==> src/rtl/nn_pkg.sv <==
// Shared fixed-point types and scheduler state encoding for the neuron layer blocks.
// Words are signed Q5.10: 16 bits total, 10 fractional bits, 0x0400 = 1.0.
// No logic here; types and constants only.
package nn_pkg;

  localparam int PRECISION = 16;
  localparam int FRAC_BITS = 10;

  typedef logic signed [PRECISION-1:0] fixed_t;

  typedef enum logic [2:0] {
    IDLE,
    FETCH,
    LOAD,
    WAIT,
    EMIT
  } sched_state_e;

endpackage

==> src/rtl/neuron_layer_sched.sv <==
// Purpose : time-multiplexes one shared N-input neuron datapath across the M neurons of a layer.
// Latency : first result DP_LATENCY+3 cycles after input accept, then DP_LATENCY+4 per neuron.
// Backpr. : out_ready=0 holds EMIT with every output stable; in_ready is high only in IDLE.
// Ports   : in_valid/in_ready/x_in  - input vector handshake
//           wb_addr -> wb_weights/wb_bias - synchronous weight ROM (data one cycle after address)
//           dp_x/dp_weights/dp_bias -> dp_result - shared datapath operands and result
//           out_valid/out_ready/out_data/out_idx/out_last - per-neuron result stream
module neuron_layer_sched #(
  parameter int N          = 4,
  parameter int PRECISION  = 16,
  parameter int M          = 8,
  parameter int DP_LATENCY = 1,
  parameter int RELU       = 0,
  localparam int AW        = (M > 1) ? $clog2(M) : 1
) (
  input  logic                        clk,
  input  logic                        rst_n,
  input  logic                        in_valid,
  output logic                        in_ready,
  input  logic [N-1:0][PRECISION-1:0] x_in,
  output logic [AW-1:0]               wb_addr,
  input  logic [N-1:0][PRECISION-1:0] wb_weights,
  input  logic [PRECISION-1:0]        wb_bias,
  output logic [N-1:0][PRECISION-1:0] dp_x,
  output logic [N-1:0][PRECISION-1:0] dp_weights,
  output logic [PRECISION-1:0]        dp_bias,
  input  logic [PRECISION-1:0]        dp_result,
  output logic                        out_valid,
  input  logic                        out_ready,
  output logic [PRECISION-1:0]        out_data,
  output logic [AW-1:0]               out_idx,
  output logic                        out_last
);
  import nn_pkg::*;

  localparam int          CW       = (DP_LATENCY > 0) ? $clog2(DP_LATENCY + 1) : 1;
  localparam logic [AW-1:0] LAST_IDX = AW'(M - 1);
  localparam logic [CW-1:0] CNT_INIT = CW'(DP_LATENCY);

  sched_state_e                r_state;
  sched_state_e                w_state_nxt;
  logic [AW-1:0]               r_idx;
  logic [CW-1:0]               r_cnt;
  logic [N-1:0][PRECISION-1:0] r_x;
  logic [N-1:0][PRECISION-1:0] r_w;
  logic [PRECISION-1:0]        r_b;
  logic [PRECISION-1:0]        r_data;
  logic [AW-1:0]               r_out_idx;
  logic                        r_last;

  logic                        w_accept;
  logic                        w_out_hs;
  logic                        w_is_last;
  logic                        w_wait_done;
  logic [PRECISION-1:0]        w_result;

  assign w_accept    = (r_state == IDLE) && in_valid;
  assign w_out_hs    = (r_state == EMIT) && out_ready;
  assign w_is_last   = (r_idx == LAST_IDX);
  assign w_wait_done = (r_cnt == '0);

  // ReLU only zeroes negative results; saturation belongs to the datapath.
  always_comb begin
    w_result = dp_result;
    if (RELU != 0 && dp_result[PRECISION-1]) begin
      w_result = '0;
    end
  end

  // State register
  always_ff @(posedge clk or negedge rst_n) begin
    if (!rst_n) begin
      r_state <= IDLE;
    end else begin
      r_state <= w_state_nxt;
    end
  end

  // Next-state logic
  always_comb begin
    w_state_nxt = r_state;
    case (r_state)
      IDLE:    if (in_valid) w_state_nxt = FETCH;
      FETCH:   w_state_nxt = LOAD;
      LOAD:    w_state_nxt = WAIT;
      WAIT:    if (w_wait_done) w_state_nxt = EMIT;
      EMIT:    if (out_ready) w_state_nxt = w_is_last ? IDLE : FETCH;
      default: w_state_nxt = IDLE;
    endcase
  end

  // State-decoded outputs
  always_comb begin
    in_ready  = (r_state == IDLE);
    out_valid = (r_state == EMIT);
  end

  // Datapath registers: latched input, neuron index, operands, WAIT counter, result.
  always_ff @(posedge clk or negedge rst_n) begin
    if (!rst_n) begin
      r_idx     <= '0;
      r_cnt     <= '0;
      r_x       <= '0;
      r_w       <= '0;
      r_b       <= '0;
      r_data    <= '0;
      r_out_idx <= '0;
      r_last    <= 1'b0;
    end else begin
      if (w_accept) begin
        r_x   <= x_in;
        r_idx <= '0;
      end else if (w_out_hs && !w_is_last) begin
        r_idx <= r_idx + AW'(1);
      end

      // ROM data for r_idx is valid in LOAD because the address was presented during FETCH.
      if (r_state == LOAD) begin
        r_w   <= wb_weights;
        r_b   <= wb_bias;
        r_cnt <= CNT_INIT;
      end else if (r_state == WAIT && !w_wait_done) begin
        r_cnt <= r_cnt - CW'(1);
      end

      if (r_state == WAIT && w_wait_done) begin
        r_data    <= w_result;
        r_out_idx <= r_idx;
        r_last    <= w_is_last;
      end
    end
  end

  // The ROM address is the neuron index itself, so it holds through backpressure.
  assign wb_addr    = r_idx;
  assign dp_x       = r_x;
  assign dp_weights = r_w;
  assign dp_bias    = r_b;
  assign out_data   = r_data;
  assign out_idx    = r_out_idx;
  assign out_last   = r_last;

endmodule

==> config.mk <==
export PLATFORM = sky130hd
export DESIGN_NAME = neuron_layer_sched
export DESIGN_NICKNAME = d
export VERILOG_FILES = /design/src/rtl/nn_pkg.sv /design/src/rtl/neuron_layer_sched.sv
export SDC_FILE = /design/constraint.sdc
export NUM_CORES = 1
export LEC_CHECK = 0
export CAP_MARGIN = 25
export CORE_MARGIN = 10
export CORE_UTILIZATION = 30
export CTS_CLUSTER_DIAMETER = 50
export CTS_CLUSTER_SIZE = 8
export DETAILED_ROUTE_END_ITERATION = 10
export PLACE_DENSITY_LB_ADDON = 0.2
export SLEW_MARGIN = 5
export SYNTH_ARGS = -nofsm -noshare
export SYNTH_HDL_FRONTEND = slang
export SYNTH_SLANG_ARGS = --single-unit
export TNS_END_PERCENT = 100
==> constraint.sdc <==
create_clock -name clk -period 5.25 [get_ports clk]
set_clock_uncertainty 0.05 [all_clocks]
set_input_delay 0.7875 -clock clk [delete_from_list [all_inputs] [get_ports clk]]
set_output_delay 0.7875 -clock clk [all_outputs]
set_load 0.005 [all_outputs]
# Word level (Yosys, flattened, before mapping)
# Cells that the tools add are included.
dict set report word_totals {
  register_bits 171
  latchBits 0
  mem_bits_rw 0
  romBits 0
  output_inout_bits 169
  elab_cells 45
  memories 0
}
dict set report classes {
  add_sub_neg 2
  mul 0
  div 0
  n_lt_le_gt_ge 0
  n_eq_ne 8
  n_shift 0
  mux 9
  bitwise_logic 1
  n_reduce_logical 10
}
# operator count
set op_table {}
lappend op_table {{$mux 3} 5}
lappend op_table {{$pmux 3 s5} 1}
lappend op_table {{$eq 3x2->1 const B} 2}
lappend op_table {{$eq 3x3->1 const B} 2}
lappend op_table {{$logic_and 1x1->1} 5}
lappend op_table {{$ne 2x2->1 const B} 2}
lappend op_table {{$reduce_bool 2->1} 2}
lappend op_table {{$add 3x1->3 const B} 1}
lappend op_table {{$eq 3x1->1 const B} 1}
lappend op_table {{$logic_not 3->1} 1}
lappend op_table {{$mux 1} 3}
lappend op_table {{$reduce_and 3->1} 1}
lappend op_table {{$ne 2x1->1 const B} 1}
lappend op_table {{$logic_not 1->1} 1}
lappend op_table {{$not 1->1} 1}
lappend op_table {{$sub 1x1->1 const B} 1}

# Logic depth before layout (Yosys ltp)
dict set report logic_depth {
  ltp_word 5
  ltp_mapped 6
}

# Worst setup path before layout
# No wires, ideal clock.
dict set report synth_timing {
  kind {input to register}
  start {input port in_valid}
  end {register r_x, in the netlist dp_x[0]}
  arrival_time_ps 1824
  setup_slack_ps 3251
  stages 4
  n_path_buf 2
  cell_sequence {or4b_4 -> buf_6 -> buf_6 -> mux2_4}
}
dict set report synth_via {
  elab_chain_cells 1
}
# item line_no
set synth_rtl {}
lappend synth_rtl {{from (decl)} neuron_layer_sched.sv:18} ;# input logic in_valid,
lappend synth_rtl {{$logic_and 1x1->1} neuron_layer_sched.sv:57} ;# assign w_accept = (r_state == IDLE) && in_valid;
lappend synth_rtl {{to (signal assigned)} neuron_layer_sched.sv:111} ;# r_x <= x_in;
lappend synth_rtl {{to (decl)} neuron_layer_sched.sv:44} ;# logic [N-1:0][PRECISION-1:0] r_x;
# No other way between the ends.
# A chain may end at the register's enable or synchronous reset.

# Final worst setup path
dict set report layout_timing {
  start {register r_state[0]}
  end {output port out_valid}
}
dict set report layout_via {
  elab_chain_cells 1
}
# item line_no
set layout_rtl {}
lappend layout_rtl {{from (decl)} neuron_layer_sched.sv:40} ;# sched_state_e r_state;
lappend layout_rtl {{from (signal assigned)} neuron_layer_sched.sv:75} ;# r_state <= w_state_nxt;
lappend layout_rtl {{$eq 3x3->1} neuron_layer_sched.sv:95} ;# out_valid = (r_state == EMIT);
lappend layout_rtl {{to (decl)} neuron_layer_sched.sv:28} ;# output logic out_valid,
# No other way between the ends.

==> results.py <==
metrics = {
    "status": {
        "outcome": "complete, no violations",
    },
    "clock_tree": {
        "cts_resized": 0,
        "post-cts-setup-buffer-count": 0,
        "ctsHoldBuffers": 0,
        "clkLatencyLatePin_ns": 0.43,
        "tritoncts": "built",
        "cts-root-buf": "clkbuf_16",
        "cts.path.max_buffers": 2,
        "cts.clk_slew.worst_paths_ns": 0.07,
        "numCtsBuffers": 17,
        "clock-sinks": 171,
        "cts-htree-levels": 4,
    },
    "synthesis": {
        "synth-seq-area-share": 0.6432,
        "synth_area_leader_cell": "dfrtp_1",
        "synth.top_cells.by_area": "dfrtp_1, mux2_2, mux2_4",
        "netlist_instances": 384,
        "synth_top_cell_area_share": 0.6432,
        "yosys_register_bits": 171,
        "yosysWarnings": 0,
        "synth_area_per_cell_um2": 17.32,
        "mappedNetlistNets": 550,
        "synth_area_um2": 6653,
        "yosys.cell_types.count": 27,
    },
    "worst_setup_path": {
        "criticalPathCategory": "reg2out",
        "crit_start": "r_state[0]",
        "crit_path_start_kind": "flip-flop",
        "critical_path.reg2reg.startpoint": "r_state[0]",
        "cp.arrival_ns": 2.12,
        "critPathRequiredTime_ns": 4.41,
        "critical_path.endpoint_type": "output pin",
        "critPathMaxFanout": 9,
    },
    "timing": {
        "timing_hold_violations_final": 0,
        "setup_viol": 0,
        "final.min_clock_period_ns": 2.960,
        "final.period_utilization": 0.5638,
        "finalSetupTns_ns": 0,
        "worst_slew_pin_slew_ns": 0.5548,
        "timing.final.max_slew_violations": 0,
        "grt_setup_unrepaired": "no",
        "slew-limit-headroom": 0.6301,
        "maxClockFrequency_mhz": 337.8,
    },
    "pwr": {
        "total_power_uw": 6667,
        "leakage_uw": 0.004681,
        "ir_drop_uv": 402.0,
        "cellPowerDensity_nw_per_um2": 610.1,
    },
    "die": {
        "start_util": 0.3048,
        "die_h_um": 168.9,
        "die_w_um": 168.9,
        "full_die_area_um2": 28530,
        "rows": 54,
        "num_io_pins": 333,
        "coreArea_um2": 21820,
    },
    "detailed_routing": {
        "wl_per_cell_um": 20.34,
        "drt_iter0_markers": 200,
        "routed-via-count": 4519,
        "route.antenna.remaining_nets": 0,
        "drtPass1Iterations": 4,
        "post-route-drc-count": 0,
        "viasPerCell": 4.443,
        "drt_wl_total_mm": 20.69,
    },
    "global_route": {
        "grt_start_max_net_pins": 101,
        "grt_overflow": 0,
        "via_count_of_the_first_global_routing_pass": 5139,
        "grt_first_pass_wirelength_mm": 31.37,
        "antenna_violations_before_repair": 1,
        "total_track_usage": 0.1419,
    },
    "run": {
        "cap_violations": 0,
    },
    "final_layout": {
        "final_nets": 889,
        "final_layout_size_suffix_gt1_frac": 0.2816,
        "most_common_library_cell_in_the_layout_ignoring_fill_and_taps": "clkdlybuf4s50_1",
        "finalCoreUtilization": 0.5007,
        "layout.cells.most_common_list": "clkdlybuf4s50_1, dfrtp_1, mux2_2, mux2_4, clkbuf_16",
        "layout-area-overhead-vs-synth_pct": 64.25,
    },
    "min_path": {
        "holdCritPathClass": "in2async",
    },
    "placed_design": {
        "buffer_ports.inserted": 332,
        "detailed_place_hpwl_mm": 15.86,
        "gp_congestion": 0.7869,
    },
}
registers in the layout, summed over array words and instances, names as in the netlist:
register and cells:
dp_weights 64, dp_x 64, dp_bias 16, out_data 16, out_idx 3, r_state 3
wb_addr 3, out_last 1, r_cnt 1
worst max-delay path, cell delays in order (launching register included):
cell,delay (ns)
dfrtp_1,0.48
or3b_2,0.57
inv_1,0.13
clkdlybuf4s50_1,0.52
through the flow:
stage                     hold slack, ns  setup slack [ns]  cell area [µm²]  std cells
final                            0.09561             2.290            10930       1017
after global routing             0.07000             2.191            10920       1016
after CTS                         0.4590             2.256            10870       1013
after detailed placement          0.4414             2.431            10260        982
after global placement            0.4384             2.364            10230        981
after floorplan                   0.4383             3.251             6653        384
routing by layer:
layer / GRT usage / vias up / routed length [µm]
li1: - / 2041 / -
met1: 0.1563 / 2277 / 7641
met2: 0.2407 / 182 / 10750
met3: 0.05836 / 19 / 1920
met4: 0.05110 / 0 / 378
met5: 0 / - / 0
cells in the mapped netlist:
master / instances
buf_2: 11
or3b_2: 1
o21ai_0: 3
nor3_1: 2
and3b_1: 1
o211ai_1: 1
a21o_1: 1
buf_6: 7
a21oi_1: 2
nand2b_1: 2
clkbuf_1: 1
nor3b_1: 1
or4_1: 1
mux2_4: 49
nor2b_1: 1
ha_1: 2
mux2i_1: 1
o31ai_1: 1
nor2_1: 3
nand3_1: 2
o21bai_1: 1
mux2_2: 115
a2bb2oi_1: 1
inv_1: 1
and2_1: 1
dfrtp_1: 171
or4b_4: 1
cell type report:
class | count | area, µm²
fill | 1863 | 10900
inverter | 1 | 3.754
sequential | 171 | 4279
clock inverter | 12 | 153.9
timing repair buffer | 339 | 3437
antenna | 2 | 5.005
tap | 280 | 350.3
clock buffer | 19 | 452.9
multi-input combinational | 193 | 2245
power breakdown:
group | internal, µW | total, µW | switching (µW) | leakage (µW)
registers | 1990 | 2360 | 372 | 0.00203
logic | 2070 | 3000 | 927 | 0.00235
clock network | 742 | 1300 | 562 | 0.000297
logic make-up (layout without fill, tap and decap cells):
group | count (synthesis) | after routing | synth area share
buf+inv | 20 | 371 | 0.02125
mux | 165 | 165 | 0.3068
simple gates | 16 | 16 | 0.01542
other cells | 0 | 2 | 0
compound gates | 10 | 10 | 0.009593
fa+ha+maj | 2 | 2 | 0.003761
flops | 171 | 171 | 0.6432
worst paths after layout:
path	endpoint	slack (ns)	depth (start not counted)
setup reg to reg	dp_x[1]	3.16	3
hold reg to reg	dp_x[21]	0.46	1
min in group clk	dp_x[21]	0.46	1
hold / removal	dp_weights[34]	0.1	1
setup / recovery	out_valid	2.29	3
max in group asynchronous	dp_weights[25]	3.76	3
Power figures use the tool's default switching activity.
